==> config.mk <==
export PLATFORM = sky130hd
export DESIGN_NAME = ladybird_bus_arbiter
export DESIGN_NICKNAME = d
export VERILOG_FILES = /design/src/rtl/ladybird_bus_arbiter.sv
export SDC_FILE = /design/constraint.sdc
export NUM_CORES = 1
export LEC_CHECK = 0
export BUFFER_PORTS_ARGS = -buffer_cell sky130_fd_sc_hd__buf_2
export CAP_MARGIN = 25
export CORE_AREA = 3 3 112 114
export CTS_BUF_LIST = sky130_fd_sc_hd__clkbuf_8
export DETAILED_ROUTE_END_ITERATION = 10
export DIE_AREA = 0 0 115 117
export PLACE_DENSITY = 0.78
export SLEW_MARGIN = 25
export SYNTH_ARGS = -nofsm -noshare
export SYNTH_HDL_FRONTEND = slang
export SYNTH_SLANG_ARGS = --single-unit
==> constraint.sdc <==
create_clock -name clk_i -period 1.65 [get_ports clk_i]
set_clock_uncertainty 0.1 [all_clocks]
set_input_delay 0.33 -clock clk_i [delete_from_list [all_inputs] [get_ports clk_i]]
set_output_delay 0.33 -clock clk_i [all_outputs]
set_load 0.01 [all_outputs]
==> src/rtl/ladybird_bus_arbiter.sv <==
// Round-robin arbiter serializing N_REQ requesters onto one ladybird peripheral port, one
// transaction outstanding. Define LADYBIRD_ARB_TIMEOUT_EN to add the response watchdog.
module ladybird_bus_arbiter #(
  parameter int unsigned N_REQ   = 2,
  parameter int unsigned ADDR_W  = 32,
  parameter int unsigned DATA_W  = 32,
  parameter int unsigned TIMEOUT = 1024
) (
  input  logic                             clk_i,
  input  logic                             anrst_i,
  input  logic                             nrst,
  input  logic [N_REQ-1:0]                 req_valid_i,
  output logic [N_REQ-1:0]                 req_ready_o,
  input  logic [N_REQ-1:0][ADDR_W-1:0]     req_addr_i,
  input  logic [N_REQ-1:0]                 req_we_i,
  input  logic [N_REQ-1:0][DATA_W/8-1:0]   req_wstrb_i,
  input  logic [N_REQ-1:0][DATA_W-1:0]     req_wdata_i,
  output logic [N_REQ-1:0]                 rsp_valid_o,
  output logic [DATA_W-1:0]                rsp_data_o,
  output logic                             rsp_err_o,
  output logic [N_REQ-1:0]                 grant_o,
  output logic                             p_valid_o,
  input  logic                             p_ready_i,
  output logic [ADDR_W-1:0]                p_addr_o,
  output logic                             p_we_o,
  output logic [DATA_W/8-1:0]              p_wstrb_o,
  output logic [DATA_W-1:0]                p_wdata_o,
  input  logic                             p_rsp_valid_i,
  input  logic [DATA_W-1:0]                p_rsp_data_i,
  input  logic                             p_rsp_err_i
);

  localparam int unsigned IdxW  = $clog2(N_REQ);
  localparam int unsigned StrbW = DATA_W / 8;

  if (N_REQ < 2 || N_REQ > 8 || TIMEOUT < 2 || DATA_W % 8 != 0) begin : g_param_check
    $error("ladybird_bus_arbiter: unsupported parameter combination");
  end

  typedef enum logic [1:0] {StIdle, StIssue, StWait} state_e;

  state_e              state_q, state_d;
  logic [IdxW-1:0]     owner_q, owner_d;
  logic [IdxW-1:0]     last_owner_q, last_owner_d;
  logic [ADDR_W-1:0]   p_addr_q, p_addr_d;
  logic                p_we_q, p_we_d;
  logic [StrbW-1:0]    p_wstrb_q, p_wstrb_d;
  logic [DATA_W-1:0]   p_wdata_q, p_wdata_d;

  logic                live;
  logic                win_found;
  logic [IdxW-1:0]     win_idx;
  int unsigned         cand;
  logic [N_REQ-1:0]    win_1h, own_1h;
  logic                accept;
  logic                tmo_fire;
  logic                rsp_fire;

  // Either reset level forces every combinational output low.
  assign live = anrst_i & nrst;

  // Rotating-priority scan starting just after the previous owner.
  always_comb begin
    win_found = 1'b0;
    win_idx   = '0;
    cand      = 0;
    for (int unsigned i = 1; i <= N_REQ; i++) begin
      cand = (32'(last_owner_q) + i) % N_REQ;
      if (!win_found && req_valid_i[IdxW'(cand)]) begin
        win_found = 1'b1;
        win_idx   = IdxW'(cand);
      end
    end
  end

  assign win_1h = N_REQ'(1) << win_idx;
  assign own_1h = N_REQ'(1) << owner_q;
  assign accept = (state_q == StIdle) && win_found;

`ifdef LADYBIRD_ARB_TIMEOUT_EN
  localparam int unsigned TmoW = $clog2(TIMEOUT);

  logic [TmoW-1:0] tmo_q, tmo_d;

  assign tmo_fire = (state_q == StWait) && !p_rsp_valid_i && (tmo_q == TmoW'(TIMEOUT - 1));

  always_comb begin
    tmo_d = tmo_q;
    if (state_q == StIssue && p_ready_i) begin
      tmo_d = '0;
    end else if (state_q == StWait && !p_rsp_valid_i) begin
      tmo_d = tmo_q + TmoW'(1);
    end
  end

  always_ff @(posedge clk_i or negedge anrst_i) begin
    if (!anrst_i) begin
      tmo_q <= '0;
    end else if (!nrst) begin
      tmo_q <= '0;
    end else begin
      tmo_q <= tmo_d;
    end
  end
`else
  assign tmo_fire = 1'b0;
`endif

  // A real response in the same cycle as the watchdog expiry takes precedence.
  assign rsp_fire = (state_q == StWait) && (p_rsp_valid_i || tmo_fire);

  // State register.
  always_ff @(posedge clk_i or negedge anrst_i) begin
    if (!anrst_i) begin
      state_q <= StIdle;
    end else if (!nrst) begin
      state_q <= StIdle;
    end else begin
      state_q <= state_d;
    end
  end

  // Next-state logic.
  always_comb begin
    state_d = state_q;
    case (state_q)
      StIdle:  if (win_found) state_d = StIssue;
      StIssue: if (p_ready_i) state_d = StWait;
      StWait:  if (rsp_fire)  state_d = StIdle;
      default: state_d = StIdle;
    endcase
  end

  // Command capture and ownership bookkeeping.
  always_comb begin
    owner_d      = owner_q;
    last_owner_d = last_owner_q;
    p_addr_d     = p_addr_q;
    p_we_d       = p_we_q;
    p_wstrb_d    = p_wstrb_q;
    p_wdata_d    = p_wdata_q;
    if (accept) begin
      owner_d   = win_idx;
      p_addr_d  = req_addr_i[win_idx];
      p_we_d    = req_we_i[win_idx];
      p_wstrb_d = req_wstrb_i[win_idx];
      p_wdata_d = req_wdata_i[win_idx];
    end
    if (rsp_fire) begin
      last_owner_d = owner_q;
    end
  end

  always_ff @(posedge clk_i or negedge anrst_i) begin
    if (!anrst_i) begin
      owner_q      <= '0;
      last_owner_q <= IdxW'(N_REQ - 1);
      p_addr_q     <= '0;
      p_we_q       <= 1'b0;
      p_wstrb_q    <= '0;
      p_wdata_q    <= '0;
    end else if (!nrst) begin
      owner_q      <= '0;
      last_owner_q <= IdxW'(N_REQ - 1);
      p_addr_q     <= '0;
      p_we_q       <= 1'b0;
      p_wstrb_q    <= '0;
      p_wdata_q    <= '0;
    end else begin
      owner_q      <= owner_d;
      last_owner_q <= last_owner_d;
      p_addr_q     <= p_addr_d;
      p_we_q       <= p_we_d;
      p_wstrb_q    <= p_wstrb_d;
      p_wdata_q    <= p_wdata_d;
    end
  end

  assign p_addr_o  = p_addr_q;
  assign p_we_o    = p_we_q;
  assign p_wstrb_o = p_wstrb_q;
  assign p_wdata_o = p_wdata_q;

  // Output logic.
  always_comb begin
    req_ready_o = '0;
    rsp_valid_o = '0;
    rsp_data_o  = '0;
    rsp_err_o   = 1'b0;
    grant_o     = '0;
    p_valid_o   = 1'b0;
    if (live) begin
      case (state_q)
        StIdle: begin
          if (win_found) req_ready_o = win_1h;
        end
        StIssue: begin
          p_valid_o = 1'b1;
          grant_o   = own_1h;
        end
        StWait: begin
          grant_o = own_1h;
          if (rsp_fire) begin
            rsp_valid_o = own_1h;
            if (p_rsp_valid_i) begin
              rsp_data_o = p_rsp_data_i;
              rsp_err_o  = p_rsp_err_i;
            end else begin
              rsp_err_o  = 1'b1;
            end
          end
        end
        default: ;
      endcase
    end
  end

endmodule

* After elaboration in Yosys (flattened, before gate mapping) *
Cells that the tools add are included.

storage, ports and cells
  flip-flop bits (word level) = 73
  output and inout bits = 109

operators by class
  add/subtract/negate cells = 2
  order comparisons = 3
  equality and inequality tests = 7
  shifts and indexed selects = 2
  multiplexer cells = 51
  bitwise gates (word level) = 1
  reductions and logical operators = 7

operators by type and width
  operator             number
  $mux 32              12
  $mux 2               12
  $mux 1               22
  $mux 4               4
  $ne 3x3->1 const B   3
  $lt 1x2->1 const B   3
  $pmux 2 s3           1
  $ne 2x1->1 const B   2
  $shl 1x1->2 const A  2
  $logic_and 1x1->1    3
  $reduce_and 3->1     1
  $add 1x1->1 const B  2
  $eq 2x1->1 const B   1
  $eq 2x2->1 const B   1
  $logic_not 2->1      1
  $reduce_or 2->1      1
  $and 1x1->1          1
  $logic_not 1->1      1

* Longest topological paths before layout *
Gate-level depths: netlist of run 1.

  word-level depth = 11
  depth in mapped cells = 6
  depth with buffers taken out = 5

* Least setup slack after synthesis of run 1 *
OpenSTA, ideal clock, no wires.

  path type = reg2out
  start = reg state_q[0]
  end = out rsp_data_o[10]
  data arrival time = 1324 ps
  data required time = 1220 ps
  setup slack = -104 ps
  stages on the path, launching flop included = 7
  buffers on the path = 1
  cell sequence = dfrtp_1 inv_1 ha_1 nand2_1 nor2_1 clkbuf_1 and2_1

between the ends
  word-level cells in the longest chain between the ends = 5

RTL lines
  element                 line      RTL
  start, declared         42        state_e state_q, state_d;
  start signal, assigned  115       state_q <= StIdle;
  start signal, assigned  117       state_q <= StIdle;
  start signal, assigned  119       state_q <= state_d;
  $eq 2x2->1 (*)          110, 193
  $logic_and 1x1->1       110       assign rsp_fire = (state_q == StWait) && (p_rsp_valid_i || tmo_fire);
  $mux 32                 203       if (rsp_fire) begin
  $mux 32 (*)             193       case (state_q)
  $mux 32 (*)             192       if (live) begin
  end, declared           19        output logic [DATA_W-1:0] rsp_data_o,

Every way passes the cells marked *; elsewhere a longest branch is shown, timed or not.

* Final worst setup path of run 1 *
  start = reg state_q[0]
  end = out rsp_data_o[23]

The elaborated chain is that of the path after synthesis.

==> results.py, run 1 <==
metrics = {
    "sta": {
        "finalSetupViolCount": 112,
        "fmax_mhz": 485,
        "worst_slack_ns": -0.414,
        "finalCriticalPeriod_ns": 2.06,
        "max-slew-margin-rel_pct": 65.4,
        "hold_slack_ns": 0.0499,
        "rsz0062_at_grt": "true",
        "drv_slew": 0,
        "period_share_pct": 125,
        "worst_pin_slew_ns": 0.518,
        "hold_viol_final": 0,
    },
    "power_and_ir_drop": {
        "ir_drop_uv": 449,
        "pwr-share-seq_pct": 33.3,
        "cellLeakagePower_nw": 3.49,
        "power_per_cell_area_nw_per_um2": 1080,
        "power.internal_mw": 4.57,
        "switching_power_mw": 2.56,
        "pwr-share-comb_pct": 43.8,
        "swShare_pct": 35.9,
        "total_power_mw": 7.13,
        "clkPwrFrac_pct": 22.9,
    },
    "worst_setup_path": {
        "path_common_cell": "buf_2",
        "crit_required_ns": 1.22,
        "crit_slowest_cell": "dfrtp_1",
        "crit_chain": "inv_2 > ha_4 > nand2_4 > nor2_4 > buf_2 > and2_1 > buf_2",
        "critPathMaxStageDelay_ns": 0.40,
        "crit_start": "state_q[0]$_DFFE_PN0P_",
        "path_buf_inv": 3,
        "r2r-start": "state_q[0]$_DFFE_PN0P_",
        "path_max_fanout": 5,
        "crit_path_start_kind": "flop",
        "criticalPathCategory": "flop to output port",
        "end_kind": "output port",
        "cp_top_family": "flip-flops",
        "crit_arrival_ns": 1.63,
    },
    "route": {
        "via_per_inst": 5.12,
        "drtAntennaViolNets": 0,
        "num_vias": 4679,
        "first_iter_violations": 214,
        "wl_per_cell_um": 17.6,
        "drc_errors": 0,
        "first_pass_iters": 5,
        "wl_um": 16100,
    },
    "logic_synthesis": {
        "synthCells": 459,
        "synth_edf_count": 0,
        "yosysWarningCount": 0,
        "yosys-top-cells-area": "dfrtp_1 (48%), a21oi_1 (18%), o21ai_0 (9.1%)",
        "ys_seq_area_share_pct": 48.2,
        "yosys_register_bits": 73,
        "netlist-cell-type-count": 26,
        "synth_top_area_share_pct": 47.6,
        "syn_avg_cell_area_um2": 8.25,
        "async_reset_ff_share_pct": 100,
        "synth_nets": 641,
        "yosysTopAreaCell": "dfrtp_1",
        "syn_area_um2": 3790,
        "ys.flop_type": "dfrtp_1",
    },
    "layout": {
        "multi_input_area_um2": 2120,
        "seqCellArea_um2": 1830,
        "layout-drive-gt1-share_pct": 56.5,
        "fin_nets": 947,
        "n_antenna_cell": 0,
        "num-fill-cells": 1014,
        "layout_commonest_cell": "buf_2",
        "postLayoutCoreUtil_pct": 57.4,
        "area_delta_synth_final_pct": 74.6,
        "fin_cells": 913,
        "layout_common_cells": "buf_2 (266), a21oi_1 (127), nand2_1 (75)",
        "fin_area_um2": 6610,
    },
    "die": {
        "die_x_um": 115,
        "die_area_um2": 13500,
        "ios": 287,
        "num_rows": 39,
        "start_util_pct": 32.9,
        "dieHeight_um": 117,
        "core-area_um2": 11500,
    },
    "global_routing": {
        "grt_pass1_wl_um": 22400,
        "grt_max_degree": 72,
        "antenna_found_initial": 0,
        "grt_pass1_vias": 4392,
        "gr-usage-all-layers_pct": 21.3,
        "grt_overflow_total": 0,
    },
    "cts": {
        "clkTransAtPathRegs_ns": 0.08,
        "htree_levels": 3,
        "numCtsBuffers": 9,
        "worstSkewPairLatency_ns": 0.34,
        "cts_sinks": 73,
        "cts_tree": "built",
        "cts_root_buffer": "clkbuf_8",
        "clockBufferDepth": 2,
    },
    "place": {
        "io_buffers": 286,
        "hpwl_um": 10000,
        "placed_cell_area_um2": 5470,
        "dp.cells": 869,
        "gp_congestion": 0.829,
    },
    "run": {
        "maxCapViolCount": 0,
    },
    "worst_hold_path": {
        "hold_class": "primary input to asynchronous set/reset pin",
    },
    "run_status": {
        "status": "complete, but fails checks",
        "violations": "setup timing",
    },
}
-- kinds of logic after synthesis --
kind of cell / count (synthesis) / synth area share (%)
compound gates: 216 / 29.6
fa+ha+maj: 4 / 1.32
flops: 73 / 48.2
mux: 1 / 0.264
simple gates: 122 / 14.6
buf+inv: 43 / 5.91
-- metrics by stage --
| step | TNS, ns | setup slack (ns) |
|---|---|---|
| 3_5_place_dp | -2.53 | -0.0880 |
| 6_report | -27.56 | -0.414 |
| 2_1_floorplan | -0.119 | -0.00396 |
| 4_1_cts | -25.47 | -0.424 |
| 3_3_place_gp | -0.00848 | -0.00508 |
| 5_1_grt | -33.51 | -0.489 |
-- tightest hold or removal path, delay by kind of cell --
kind	cells	cell delay (ns)
buffers and inverters	3	0.58
-- cell type report --
| class | instances | area share [%] |
|---|---|---|
| timing repair buffer | 335 | 33.9 |
| multi-input combinational | 343 | 32.1 |
| sequential | 73 | 27.6 |
| tap | 143 | 2.71 |
| clock buffer | 11 | 2.29 |
| clock inverter | 5 | 1.19 |
| inverter | 3 | 0.170 |
-- state kept, by name, summed over array words and instances (netlist names) --
| name | count |
|---|---|
| last_owner_q | 1 |
| owner_q | 1 |
| p_addr_o | 32 |
| p_wdata_o | 32 |
| p_we_o | 1 |
| p_wstrb_o | 4 |
| state_q | 2 |
-- power groups by stage --
stage          clock (mW)  sequential (mW)  combinational (mW)
6_report             1.63             2.37                3.13
5_1_grt              1.74             2.42                3.37
4_1_cts              1.66             2.31                2.69
3_5_place_dp            0             2.32                2.16
3_3_place_gp            0             2.32                2.13
2_1_floorplan           0             2.50               0.946
-- Yosys cell counts, drive strengths merged (2+ instances only) --
cell type,instances
and2,33
nand3,2
nand2,76
dfrtp,72
a21oi,138
buf,15
ha,4
nor2,5
o21ai,70
nor3,3
inv,3
a21boi,2
nor2b,2
clkbuf,25
-- metal layers --
metal / wire length [um] / GRT usage [%] / part of all wire (%)
met1: 6130 / 25.1 / 38
met2: 8560 / 38.8 / 53
met3: 1090 / 4.73 / 6.8
met4: 321 / 6.34 / 2.0
met5: 0 / 0 / 0
-- worst paths after layout --
path                                        endpoint  slack (ns)  depth (start not counted)
setup / recovery                      rsp_data_o[23]       -0.41                          7
hold / removal             p_wdata_o[12]$_DFFE_PN0P_        0.05                          3
setup reg to reg            p_wstrb_o[0]$_DFFE_PN0P_       -0.28                         11
hold reg to reg             last_owner_q$_DFFE_PN1P_        0.44                          2
max in group asynchronous   p_wdata_o[8]$_DFFE_PN0P_        0.92                          3
min in group clk_i          p_addr_o[22]$_DFFE_PN0P_        0.11                          3
-- timing repair --
item | 4_1_cts | 5_1_grt
setup buffers | 8 | 12
cloned | 9 | 2
resized for setup | 83 | 122
hold buffers | 1 | 0
endpoints found under the hold margin | 2 | 0
endpoints found under the setup margin | 44 | 112
pin swaps | 30 | 7
(Power assumes the default switching activity.)
==> run 2: changes to the inputs <==
--- a/config.mk
+++ b/config.mk
@@ -7,11 +7,13 @@
 export LEC_CHECK = 0
 export BUFFER_PORTS_ARGS = -buffer_cell sky130_fd_sc_hd__buf_2
 export CAP_MARGIN = 25
-export CORE_AREA = 3 3 112 114
+export CELL_PAD_IN_SITES_DETAIL_PLACEMENT = 1
+export CELL_PAD_IN_SITES_GLOBAL_PLACEMENT = 2
+export CORE_MARGIN = 3
+export CORE_UTILIZATION = 19
 export CTS_BUF_LIST = sky130_fd_sc_hd__clkbuf_8
 export DETAILED_ROUTE_END_ITERATION = 10
-export DIE_AREA = 0 0 115 117
-export PLACE_DENSITY = 0.78
+export PLACE_DENSITY = 0.88
 export SLEW_MARGIN = 25
 export SYNTH_ARGS = -nofsm -noshare
 export SYNTH_HDL_FRONTEND = slang
==> run 2 against run 1 <==
  * The run still ends with setup timing left
  * First-iteration DRC count is 15% lower
  * Critical path depth is 1 higher
  * Register-to-register slack better by 0.29 ns
  * Die area is 61% higher
  * Hold slack better by 0.038 ns
  * Clock power hardly changed
  * Fmax is 2.5% lower
  * Sequential power is 2% lower
  * Core utilization is 24 points lower
  * Critical endpoint is now rsp_data_o[15]
  * Largest cell class unchanged
  * Largest power group unchanged
==> results.py, run 2 (synthesis results as in run 1) <==
metrics = {
    "route": {
        "first_pass_iters": 4,
        "wl_per_cell_um": 18.2,
        "num_vias": 4655,
        "drc_errors": 0,
        "first_iter_violations": 182,
        "wl_um": 18800,
        "drtAntennaViolNets": 0,
        "via_per_inst": 4.50,
    },
    "sta": {
        "fmax_mhz": 472,
        "worst_pin_slew_ns": 0.565,
        "finalCriticalPeriod_ns": 2.12,
        "finalSetupViolCount": 40,
        "worst_slack_ns": -0.467,
        "period_share_pct": 128,
        "hold_slack_ns": 0.0882,
        "drv_slew": 0,
        "rsz0062_at_grt": "true",
        "max-slew-margin-rel_pct": 62.3,
        "hold_viol_final": 0,
    },
    "die": {
        "core-area_um2": 19500,
        "start_util_pct": 19.4,
        "dieHeight_um": 147,
        "num_rows": 51,
        "die_x_um": 147,
        "die_area_um2": 21700,
        "ios": 287,
    },
    "place": {
        "dp.cells": 994,
        "io_buffers": 286,
        "placed_cell_area_um2": 5610,
        "hpwl_um": 12400,
        "gp_congestion": 0.751,
    },
    "cts": {
        "clockBufferDepth": 2,
        "numCtsBuffers": 9,
        "cts_root_buffer": "clkbuf_8",
        "htree_levels": 3,
        "worstSkewPairLatency_ns": 0.35,
        "cts_tree": "built",
        "cts_sinks": 73,
        "clkTransAtPathRegs_ns": 0.09,
    },
    "layout": {
        "fin_nets": 946,
        "area_delta_synth_final_pct": 74.8,
        "fin_area_um2": 6620,
        "postLayoutCoreUtil_pct": 33.9,
        "layout_commonest_cell": "buf_2",
        "layout_common_cells": "buf_2 (249), a21oi_1 (136), nand2_1 (75)",
        "layout-drive-gt1-share_pct": 52.1,
        "n_antenna_cell": 0,
        "fin_cells": 1034,
        "num-fill-cells": 2383,
    },
    "power_and_ir_drop": {
        "switching_power_mw": 2.42,
        "cellLeakagePower_nw": 3.47,
        "power_per_cell_area_nw_per_um2": 1010,
        "pwr-share-seq_pct": 34.6,
        "pwr-share-comb_pct": 41.2,
        "ir_drop_uv": 307,
        "power.internal_mw": 4.28,
        "swShare_pct": 36.2,
        "clkPwrFrac_pct": 24.2,
        "total_power_mw": 6.70,
    },
    "worst_setup_path": {
        "crit_path_start_kind": "flop",
        "end_kind": "output port",
        "path_max_fanout": 8,
        "crit_arrival_ns": 1.69,
        "crit_required_ns": 1.22,
        "criticalPathCategory": "flop to output port",
    },
    "worst_hold_path": {
        "hold_class": "primary input to flop",
    },
    "global_routing": {
        "grt_overflow_total": 0,
        "gr-usage-all-layers_pct": 15.1,
        "grt_max_degree": 50,
        "grt_pass1_wl_um": 26400,
        "antenna_found_initial": 1,
        "grt_pass1_vias": 4737,
    },
    "run_status": {
        "status": "complete, but fails checks",
        "violations": "setup timing",
    },
    "run": {
        "maxCapViolCount": 0,
    },
}
## run 2: worst paths after layout
| check | from | to | slack (ns) | cells past startpoint |
|---|---|---|---|---|
| min in group asynchronous | anrst_i | p_wdata_o[8]$_DFFE_PN0P_ | 0.14 | 4 |
| worst min-delay path | req_addr_i[24] | p_addr_o[24]$_DFFE_PN0P_ | 0.09 | 3 |
| worst max-delay path | state_q[0]$_DFFE_PN0P_ | rsp_data_o[15] | -0.47 | 8 |
| worst max register to register | state_q[0]$_DFFE_PN0P_ | p_wdata_o[24]$_DFFE_PN0P_ | 0.01 | 8 |
| max in group asynchronous | anrst_i | p_wstrb_o[0]$_DFFE_PN0P_ | 0.86 | 3 |
| worst min register to register | last_owner_q$_DFFE_PN1P_ | last_owner_q$_DFFE_PN1P_ | 0.45 | 2 |
## run 2: per-layer routing
layer | GRT usage [%] | vias up | wire length [um]
met5 | 0 | - | 13
met2 | 27.0 | 193 | 9680
met3 | 4.01 | 25 | 1260
met4 | 5.08 | 2 | 365
li1 | - | 2186 | -
met1 | 17.6 | 2249 | 7460
## run 2: cell type report
type,instances,area (um2),area share (%)
Tap cell,265,332,5.01
Inverter,3,11.3,0.170
Timing Repair Buffer,334,2290,34.6
Clock buffer,10,138,2.08
Sequential cell,73,1830,27.6
Clock inverter,6,82.6,1.25
Multi-Input combinational cell,343,1940,29.3
## run 2: repair_timing
action / 4_1_cts / 5_1_grt
resized for setup: 12 / 115
hold buffers: 1 / 0
endpoints found under the hold margin: 53 / 0
pin swaps: 2 / 36
cloned: 1 / 11
endpoints found under the setup margin: 91 / 111
setup buffers: 5 / 9
## run 2: worst max-delay path: stages (launching register included)
cell and delay [ns]:
dfrtp_1 0.39, inv_2 0.10, ha_4 0.16, nand2_4 0.05, nor2_4 0.10, buf_12 0.14, clkbuf_16 0.15, and2_4 0.14
buf_6 0.10
## run 2: through the flow
| step | setup WS, ns | TNS [ns] |
|---|---|---|
| after floorplan | -0.00396 | -0.119 |
| after global placement | -0.0758 | -2.61 |
| after detailed placement | -0.121 | -4.43 |
| after CTS | -0.468 | -21.35 |
| after global routing | -0.538 | -22.52 |
| final | -0.467 | -16.56 |
## run 2: power groups by stage
stage	Sequential [mW]	Clock [mW]	Combinational, mW
2_1_floorplan	2.50	0	0.946
3_3_place_gp	2.33	0	2.19
3_5_place_dp	2.33	0	2.23
4_1_cts	2.31	1.69	2.28
5_1_grt	2.37	1.77	3.04
6_report	2.32	1.62	2.76
